$ cat src/rtl/avalon_crc_master.sv
// Avalon-MM initiator driving the CRC accelerator: clear, stream words, fence, settle, read CRC.
// Define CRC_TAIL_BYTE_EN to honour tail_valid/tail_byte (one trailing byte via crc_control).
module avalon_crc_master #(
  parameter int unsigned ADDR_W       = 11,
  parameter int unsigned DRAIN_CYCLES = 2,
  parameter int unsigned CNT_W        = 16
) (
  input  logic              clock,
  input  logic              resetn,
  input  logic              start,
  input  logic              tail_valid,
  input  logic [7:0]        tail_byte,
  input  logic              in_valid,
  input  logic [31:0]       in_data,
  input  logic              in_last,
  output logic              in_ready,
  output logic              busy,
  output logic              done,
  output logic [31:0]       crc_result,
  output logic [CNT_W-1:0]  word_count,
  output logic              avm_chipselect,
  output logic [ADDR_W-1:0] avm_address,
  output logic              avm_read,
  input  logic [31:0]       avm_readdata,
  output logic              avm_write,
  output logic [31:0]       avm_writedata,
  input  logic              avm_waitrequest
);

  localparam int unsigned DrainW = (DRAIN_CYCLES > 1) ? $clog2(DRAIN_CYCLES) : 1;

  typedef enum logic [3:0] {
    StIdle,
    StClear,
    StStream,
    StFence,
`ifdef CRC_TAIL_BYTE_EN
    StTail,
    StFence2,
`endif
    StDrain,
    StRead,
    StDone
  } state_e;

  state_e            state_q, state_d;
  logic [31:0]       hold_q;
  logic              hold_v_q;
  logic              last_seen_q;
  logic [DrainW-1:0] drain_q;
  logic              accept;
  logic              wr_done;
  logic              rd_done;

`ifdef CRC_TAIL_BYTE_EN
  logic              tail_v_q;
  logic [7:0]        tail_b_q;
`else
  logic              unused_tail;
  assign unused_tail = ^{tail_valid, tail_byte};
`endif

  assign accept  = in_valid & in_ready;
  assign wr_done = avm_write & ~avm_waitrequest;
  assign rd_done = avm_read & ~avm_waitrequest;

  always_ff @(posedge clock) begin
    if (!resetn) state_q <= StIdle;
    else         state_q <= state_d;
  end

  always_comb begin
    state_d       = state_q;
    avm_address   = '0;
    avm_read      = 1'b0;
    avm_write     = 1'b0;
    avm_writedata = 32'h0;
    in_ready      = 1'b0;
    unique case (state_q)
      StIdle: if (start) state_d = StClear;
      StClear: begin
        avm_write     = 1'b1;
        avm_address   = ADDR_W'(1);
        avm_writedata = 32'h1;
        if (!avm_waitrequest) state_d = StStream;
      end
      StStream: begin
        avm_write     = hold_v_q;
        avm_writedata = hold_q;
        // A completing write frees the holding register for a same-cycle refill.
        in_ready      = ~last_seen_q & (~hold_v_q | ~avm_waitrequest);
        if (wr_done && last_seen_q) state_d = StFence;
      end
      StFence: begin
        avm_write   = 1'b1;
        avm_address = ADDR_W'(2);
        if (!avm_waitrequest) begin
`ifdef CRC_TAIL_BYTE_EN
          state_d = tail_v_q ? StTail : StDrain;
`else
          state_d = StDrain;
`endif
        end
      end
`ifdef CRC_TAIL_BYTE_EN
      StTail: begin
        avm_write     = 1'b1;
        avm_address   = ADDR_W'(2);
        avm_writedata = {1'b1, 23'h0, tail_b_q};
        if (!avm_waitrequest) state_d = StFence2;
      end
      StFence2: begin
        avm_write   = 1'b1;
        avm_address = ADDR_W'(2);
        if (!avm_waitrequest) state_d = StDrain;
      end
`endif
      StDrain: if (drain_q == DrainW'(DRAIN_CYCLES - 1)) state_d = StRead;
      StRead: begin
        avm_read    = 1'b1;
        avm_address = ADDR_W'(1);
        if (!avm_waitrequest) state_d = StDone;
      end
      StDone:  state_d = StIdle;
      default: state_d = StIdle;
    endcase
    avm_chipselect = avm_read | avm_write;
  end

  assign busy = (state_q != StIdle) && (state_q != StDone);
  assign done = (state_q == StDone);

  always_ff @(posedge clock) begin
    if (!resetn) begin
      hold_q      <= 32'h0;
      hold_v_q    <= 1'b0;
      last_seen_q <= 1'b0;
      drain_q     <= '0;
      word_count  <= '0;
      crc_result  <= 32'h0;
`ifdef CRC_TAIL_BYTE_EN
      tail_v_q    <= 1'b0;
      tail_b_q    <= 8'h0;
`endif
    end else begin
      if (state_q == StIdle && start) begin
        hold_v_q    <= 1'b0;
        last_seen_q <= 1'b0;
        word_count  <= '0;
`ifdef CRC_TAIL_BYTE_EN
        tail_v_q    <= tail_valid;
        tail_b_q    <= tail_byte;
`endif
      end
      if (accept) begin
        hold_q   <= in_data;
        hold_v_q <= 1'b1;
        if (in_last) last_seen_q <= 1'b1;
      end else if (wr_done && state_q == StStream) begin
        hold_v_q <= 1'b0;
      end
      if (wr_done && state_q == StStream) word_count <= word_count + 1'b1;
      drain_q <= (state_q == StDrain) ? drain_q + 1'b1 : '0;
      if (rd_done) crc_result <= avm_readdata;
    end
  end

endmodule
$ cat config.mk
export PLATFORM = sky130hd
export DESIGN_NAME = avalon_crc_master
export DESIGN_NICKNAME = d
export VERILOG_FILES = /design/src/rtl/avalon_crc_master.sv
export SDC_FILE = /design/constraint.sdc
export NUM_CORES = 1
export LEC_CHECK = 0
export CORE_MARGIN = 2
export CORE_UTILIZATION = 38
export DETAILED_ROUTE_END_ITERATION = 16
export PLACE_DENSITY = 0.87
export SYNTH_ARGS = -nofsm -noshare
export SYNTH_HDL_FRONTEND = slang
export SYNTH_SLANG_ARGS = --single-unit
$ cat constraint.sdc
create_clock -name clock -period 1.53 [get_ports clock]
set_input_delay 0.2295 -clock clock [delete_from_list [all_inputs] [get_ports clock]]
set_output_delay 0.2295 -clock clock [all_outputs]
set_load 0.005 [all_outputs]
==> impl_metrics.ini, run 1 <==
[run_status]
status = finished with violations
violations = negative setup slack

[timing]
hold_viol = 0
fin_ws_ps = -247.3
fin_worst_skew_ps = 13.04
finalCritPeriodShare = 1.162
setup_tns_ps = -13600
fmax_ghz = 0.5627
slew_violations = 0
timing.hold.ws_ps = 323.8
setup_viol = 118
rsz0062_at_grt = true
post-route-min-period_ps = 1777

[pwr]
ir_drop_v = 0.0006134
leakagePower_nw = 3.029
powerDensity_nw_per_um2 = 820.8

[global_route]
antenna_found_initial = 0
grt_overflow = 0
grt_max_degree = 49
grt_pass1_wl_um = 20630
grt_pass1_vias = 4208
grt_use_total = 0.2336

[synthesis]
synth_top_area_frac = 0.4475
yosysTopAreaCell = dfxtp_1
ys_ff_latch = 86
ys_types = 43
syn_inst = 477
synthArstFlopShare = 0
syn_area_um2 = 3847
yosysSeqAreaShare = 0.4475
yosys-top-cells-area = dfxtp_1 (45%), nand2_1 (14%), a21boi_0 (12%)
synth_edf_count = 0
synth_warnings = 0
syn_area_per_cell_um2 = 8.066
ys_dominant_reg_cell = dfxtp_1

[routing]
post-route-drc-count = 0
drt_iter0_drc = 195
wirelength_um = 15040
ant_nets = 0
via_per_inst = 5.177
drt_first_pass_iters = 5
vias = 4354
detail_route.wl_per_cell_um = 17.89

[finish]
syn_to_final_growth_pct = 94.67
fin_area_um2 = 7490
layout_common_cells = clkdlybuf4s50_1 (105), nand2_1 (73), dfxtp_1 (70)
drive_gt1_frac = 0.4548
fin_nets = 783
final_common_cell = clkdlybuf4s50_1
antenna_cells = 0

[worst_setup_path]
worst-path-buf-inv = 4
criticalPathCategory = reg -> out
crit_chain = nor3b_4, buf_6, buf_6, buf_6, and2_4, buf_6
cpMostUsedCell = buf_6
crit_arrival_ps = 1550
required_ps = 1300
crit_family = buffers and inverters
endpoint_kind = output pin
slowest_delay_ps = 370
start_kind = register
rrSetupSlack_ps = -240
crit_slowest_cell = dfxtp_4
crit_fanout = 5

[placement]
hpwl_um = 7970
placed_area_um2 = 5859
finalWeightedCongestion = 0.8814
port_buffers = 157

[die]
start_util = 0.3918
die_area_um2 = 10950
io_pins = 176
row_count = 36
dieHeight_um = 104.6
core_area_um2 = 9819
die_x_um = 104.6

[flow_run]
cap_violations = 0

[clocking]
htreeDepth = 3
cts_buffer_depth = 2
cts_sinks = 86
cts.clk_slew.worst_paths_ps = 90
cts_tree = built
clock_latency_ps = 370
cts_buffers = 9
clock_tree.root_cell = clkbuf_8

[min_path]
min_path_type = in -> reg
==> layout make-up <==
| cell class | instances | area (um^2) |
|---|---|---|
| timing repair buffer | 247 | 2626 |
| sequential | 86 | 1752 |
| tap | 133 | 166.4 |
| fill | 623 | 2330 |
| clock buffer | 10 | 137.6 |
| clock inverter | 6 | 68.82 |
| multi-input combinational | 359 | 2739 |
==> where the power goes <==
part / switching (mW) / leakage [nW] / internal (mW)
clock: 0.884 / 0.103 / 0.808
combinational: 0.869 / 2.22 / 1.18
sequential: 0.0854 / 0.703 / 2.32
total: 1.84 / 3.03 / 4.31
==> routing by layer <==
layer  vias up  track usage  wire length [um]
met1      2074       0.2465              5483
met3        48      0.07174               971
met4         0       0.1076               489
met2       198       0.4239              8100
met5         -            0                 0
li1       2034            -                 -
==> sequential cells by signal (all words and copies together), names as in the netlist <==
register	flops
crc_result	32
hold_q	32
word_count	16
state_q	3
drain_q	1
hold_v_q	1
last_seen_q	1
==> worst paths after layout <==
check / start / end / cells after the start
setup reg to reg: state_q[0] / word_count[10] / 5
hold / removal: resetn / word_count[3] / 2
hold reg to reg: crc_result[14] / crc_result[14] / 2
setup / recovery: state_q[2] / avm_writedata[2] / 6
==> Yosys cell counts (all sizes together) (2+ instances only) <==
cell,count
nand2,139
dfxtp,86
a21boi,67
and2,36
clkbuf,30
nand3,14
buf,10
nand2b,9
nor2,9
nand4,8
nor3,8
a21oi,6
or3,6
mux2i,5
nor2b,5
o21ai,4
and3,3
nand3b,3
nor3b,3
o211ai,3
a22oi,2
o21a,2
xnor2,2
==> kinds of logic (layout without fill, tap and decap cells) <==
family / after synthesis / in the layout / synth area share
buffers and inverters: 40 / 263 / 0.04813
other: 1 / 9 / 0.0009747
adders and majority gates: 1 / 1 / 0.003252
muxes: 5 / 5 / 0.01301
xor gates and xnor gates: 3 / 3 / 0.006831
AOI/OAI and AO/OA: 91 / 91 / 0.1714
and+or+nand+nor: 250 / 250 / 0.3090
DFF: 86 / 86 / 0.4475
==> repair_timing <==
action                                  4_1_cts  5_1_grt
endpoints found under the setup margin       98      126
hold buffers                                  0        0
setup buffers                                25       11
cloned                                        9        6
pin swaps                                    80       92
gates resized for setup                     324      208
==> worst register-to-register path, stage by stage (launching register included) <==
cell	delay (ps)
dfxtp_4	380
buf_6	120
or3b_4	390
or3_4	380
or3_1	320
a21oi_1	120
==> through the flow <==
stage | utilization | instances | total power [mW] | setup WS, ps
CTS | 0.6849 | 831 | 5.846 | -247.1
floorplan | - | 485 | 2.913 | -49.51
detailed placement | 0.5967 | 782 | 3.550 | -320.3
finish | 0.7627 | 841 | 6.147 | -247.3
global route | 0.7627 | 841 | 6.381 | -310.6
global placement | 0.5967 | 782 | 3.520 | -307.8
(Power assumes the default switching activity.)
==> run 2, diff against run 1 <==
--- a/config.mk
+++ b/config.mk
@@ -5,10 +5,12 @@
 export SDC_FILE = /design/constraint.sdc
 export NUM_CORES = 1
 export LEC_CHECK = 0
+export CAP_MARGIN = 30
 export CORE_MARGIN = 2
 export CORE_UTILIZATION = 38
 export DETAILED_ROUTE_END_ITERATION = 16
 export PLACE_DENSITY = 0.87
+export REMOVE_ABC_BUFFERS = 1
 export SYNTH_ARGS = -nofsm -noshare
 export SYNTH_HDL_FRONTEND = slang
 export SYNTH_SLANG_ARGS = --single-unit
==> run 2 against run 1 <==
Worst hold slack better by 75 ps. Critical path type unchanged. Setup slack got worse by 25 ps. The flow still finishes with violations (negative setup slack). Clock skew shrank 5.4 ps. Critical path depth shrank 1. Global-route usage rose by 1.1 points. Routed wire length is 1.2% lower. First-iteration DRC count decreased by 36%. Die area unchanged. Combinational power is 4% higher.
==> impl_metrics.ini, run 2 (synthesis gave the netlist of run 1 again) <==
[timing]
post-route-min-period_ps = 1802
slew_violations = 0
fin_worst_skew_ps = 7.617
setup_tns_ps = -20190
setup_viol = 119
fmax_ghz = 0.5548
timing.hold.ws_ps = 398.7
hold_viol = 0
rsz0062_at_grt = true
fin_ws_ps = -272.3
finalCritPeriodShare = 1.178

[finish]
antenna_cells = 0
layout_common_cells = clkdlybuf4s50_1 (105), nand2_1 (91), dfxtp_1 (58)
syn_to_final_growth_pct = 91.22
final_common_cell = clkdlybuf4s50_1
fin_area_um2 = 7357
fin_util = 0.7492
top_regs = crc_result: 32 flops, hold_q: 32 flops, word_count: 16 flops
fillers = 670
fin_nets = 774
register_area_um2 = 1764
drive_gt1_frac = 0.4456
multiInputGateArea_um2 = 2648

[worst_setup_path]
start_kind = register
endpoint_kind = output pin
rrSetupSlack_ps = -270
r2r_start = state_q[1]
criticalPathCategory = reg -> out
crit_fanout = 6
required_ps = 1300
reg2regPathDepth = 8
crit_arrival_ps = 1570
r2r-end = hold_q[18]
crit_slowest_cell = dfxtp_4
crit_chain = nor3b_4, buf_4, buf_8, and2_4, buf_6
slowest_delay_ps = 390

[clocking]
hold_buffers = 0
clock_latency_ps = 350
clock_tree.root_cell = clkbuf_8
htreeDepth = 3
cts_sinks = 86
cts_tree = built
cts_buffer_depth = 2
cts.clk_slew.worst_paths_ps = 80
cts_buffers = 9

[flow_run]
cap_violations = 0

[die]
dieHeight_um = 104.6
io_pins = 176
die_x_um = 104.6
start_util = 0.3918
core_area_um2 = 9819
die_area_um2 = 10950
row_count = 36

[pwr]
leakagePower_nw = 2.931
powerDensity_nw_per_um2 = 850.7
ir_drop_v = 0.0004413

[global_route]
antenna_found_initial = 0
grt_pass1_vias = 4268
grt_use_total = 0.2441
grt_overflow = 0
grt_max_degree = 92
grt_pass1_wl_um = 21560

[placement]
placed_area_um2 = 5848
pre_cts_ws_ps = -338.9
port_buffers = 157
finalWeightedCongestion = 0.9128
hpwl_um = 7840

[routing]
wirelength_um = 14870
via_per_inst = 5.187
drt_iter0_drc = 125
drt_first_pass_iters = 4
ant_nets = 0
post-route-drc-count = 0
vias = 4310
detail_route.wl_per_cell_um = 17.89

[min_path]
hold_depth = 3
hold_path_end = hold_q[3]
hold_start = resetn
min_path_type = in -> reg

[run_status]
violations = negative setup slack
status = finished with violations
[run 2: cell types whose count changed in the layout (fill, tap and decap cells not counted), sizes merged]
cell,previous run,this run
bufinv,1,2
clkinv,3,2
buf,126,119
clkbuf,15,12
[run 2: how the worst max path moves through the flow]
| stage | endpoint | slack (ps) | startpoint |
|---|---|---|---|
| after global routing | avm_writedata[24] | -320 | state_q[1] |
| after detailed placement | word_count[2] | -340 | avm_waitrequest |
| after CTS | avm_writedata[5] | -300 | state_q[1] |
| after global placement | word_count[3] | -280 | avm_waitrequest |
| final | avm_writedata[2] | -270 | state_q[1] |
| after floorplan | hold_q[0] | -1940 | state_q[1] |
[run 2: worst max-delay path, delay by kind of cell (launching register included)]
family | cells | cell delay [ps]
AND/OR/NAND/NOR | 2 | 380
flip-flops | 1 | 390
buffers and inverters | 3 | 440
[run 2: area by class of cell]
class | instances | share of cell area
sequential | 86 | 0.2398
clock inverter | 6 | 0.01173
multi-input combinational | 359 | 0.3599
clock buffer | 9 | 0.01684
tap | 133 | 0.02262
timing repair buffer | 238 | 0.3491
[run 2: power breakdown]
| group | total (mW) | leakage (nW) | internal [mW] | switching [mW] |
|---|---|---|---|---|
| combinational | 2.13 | 2.12 | 1.24 | 0.890 |
| sequential | 2.40 | 0.709 | 2.32 | 0.0738 |
| clock | 1.73 | 0.105 | 0.911 | 0.819 |
[run 2: metal layers]
layer	part of all wire	vias up	track usage	wire length (um)
li1	-	2013	-	-
met1	0.39	2093	0.2982	5783
met2	0.53	171	0.4206	7903
met3	0.056	33	0.05178	833
met4	0.023	0	0.09333	349
met5	0	-	0	0
[run 2: per-stage QoR]
step	power [mW]	cells
2_1_floorplan	2.829	445
5_1_grt	6.492	831
6_report	6.259	831
3_3_place_gp	3.568	780
4_1_cts	5.920	830
3_5_place_dp	3.607	780
[run 2: timing repair]
item | in CTS | in global routing
endpoints found under the hold margin | 0 | 0
endpoints found under the setup margin | 129 | 126
cloned | 11 | 2
buffers inserted | 24 | 9
pin swaps | 49 | 89
resized for setup | 366 | 158
==> run 3, diff against run 2 <==
--- a/config.mk
+++ b/config.mk
@@ -5,7 +5,6 @@
 export SDC_FILE = /design/constraint.sdc
 export NUM_CORES = 1
 export LEC_CHECK = 0
-export CAP_MARGIN = 30
 export CORE_MARGIN = 2
 export CORE_UTILIZATION = 38
 export DETAILED_ROUTE_END_ITERATION = 16
==> results of run 3 <==
No change in the layout: final DEF, timing and power equal those of run 2.
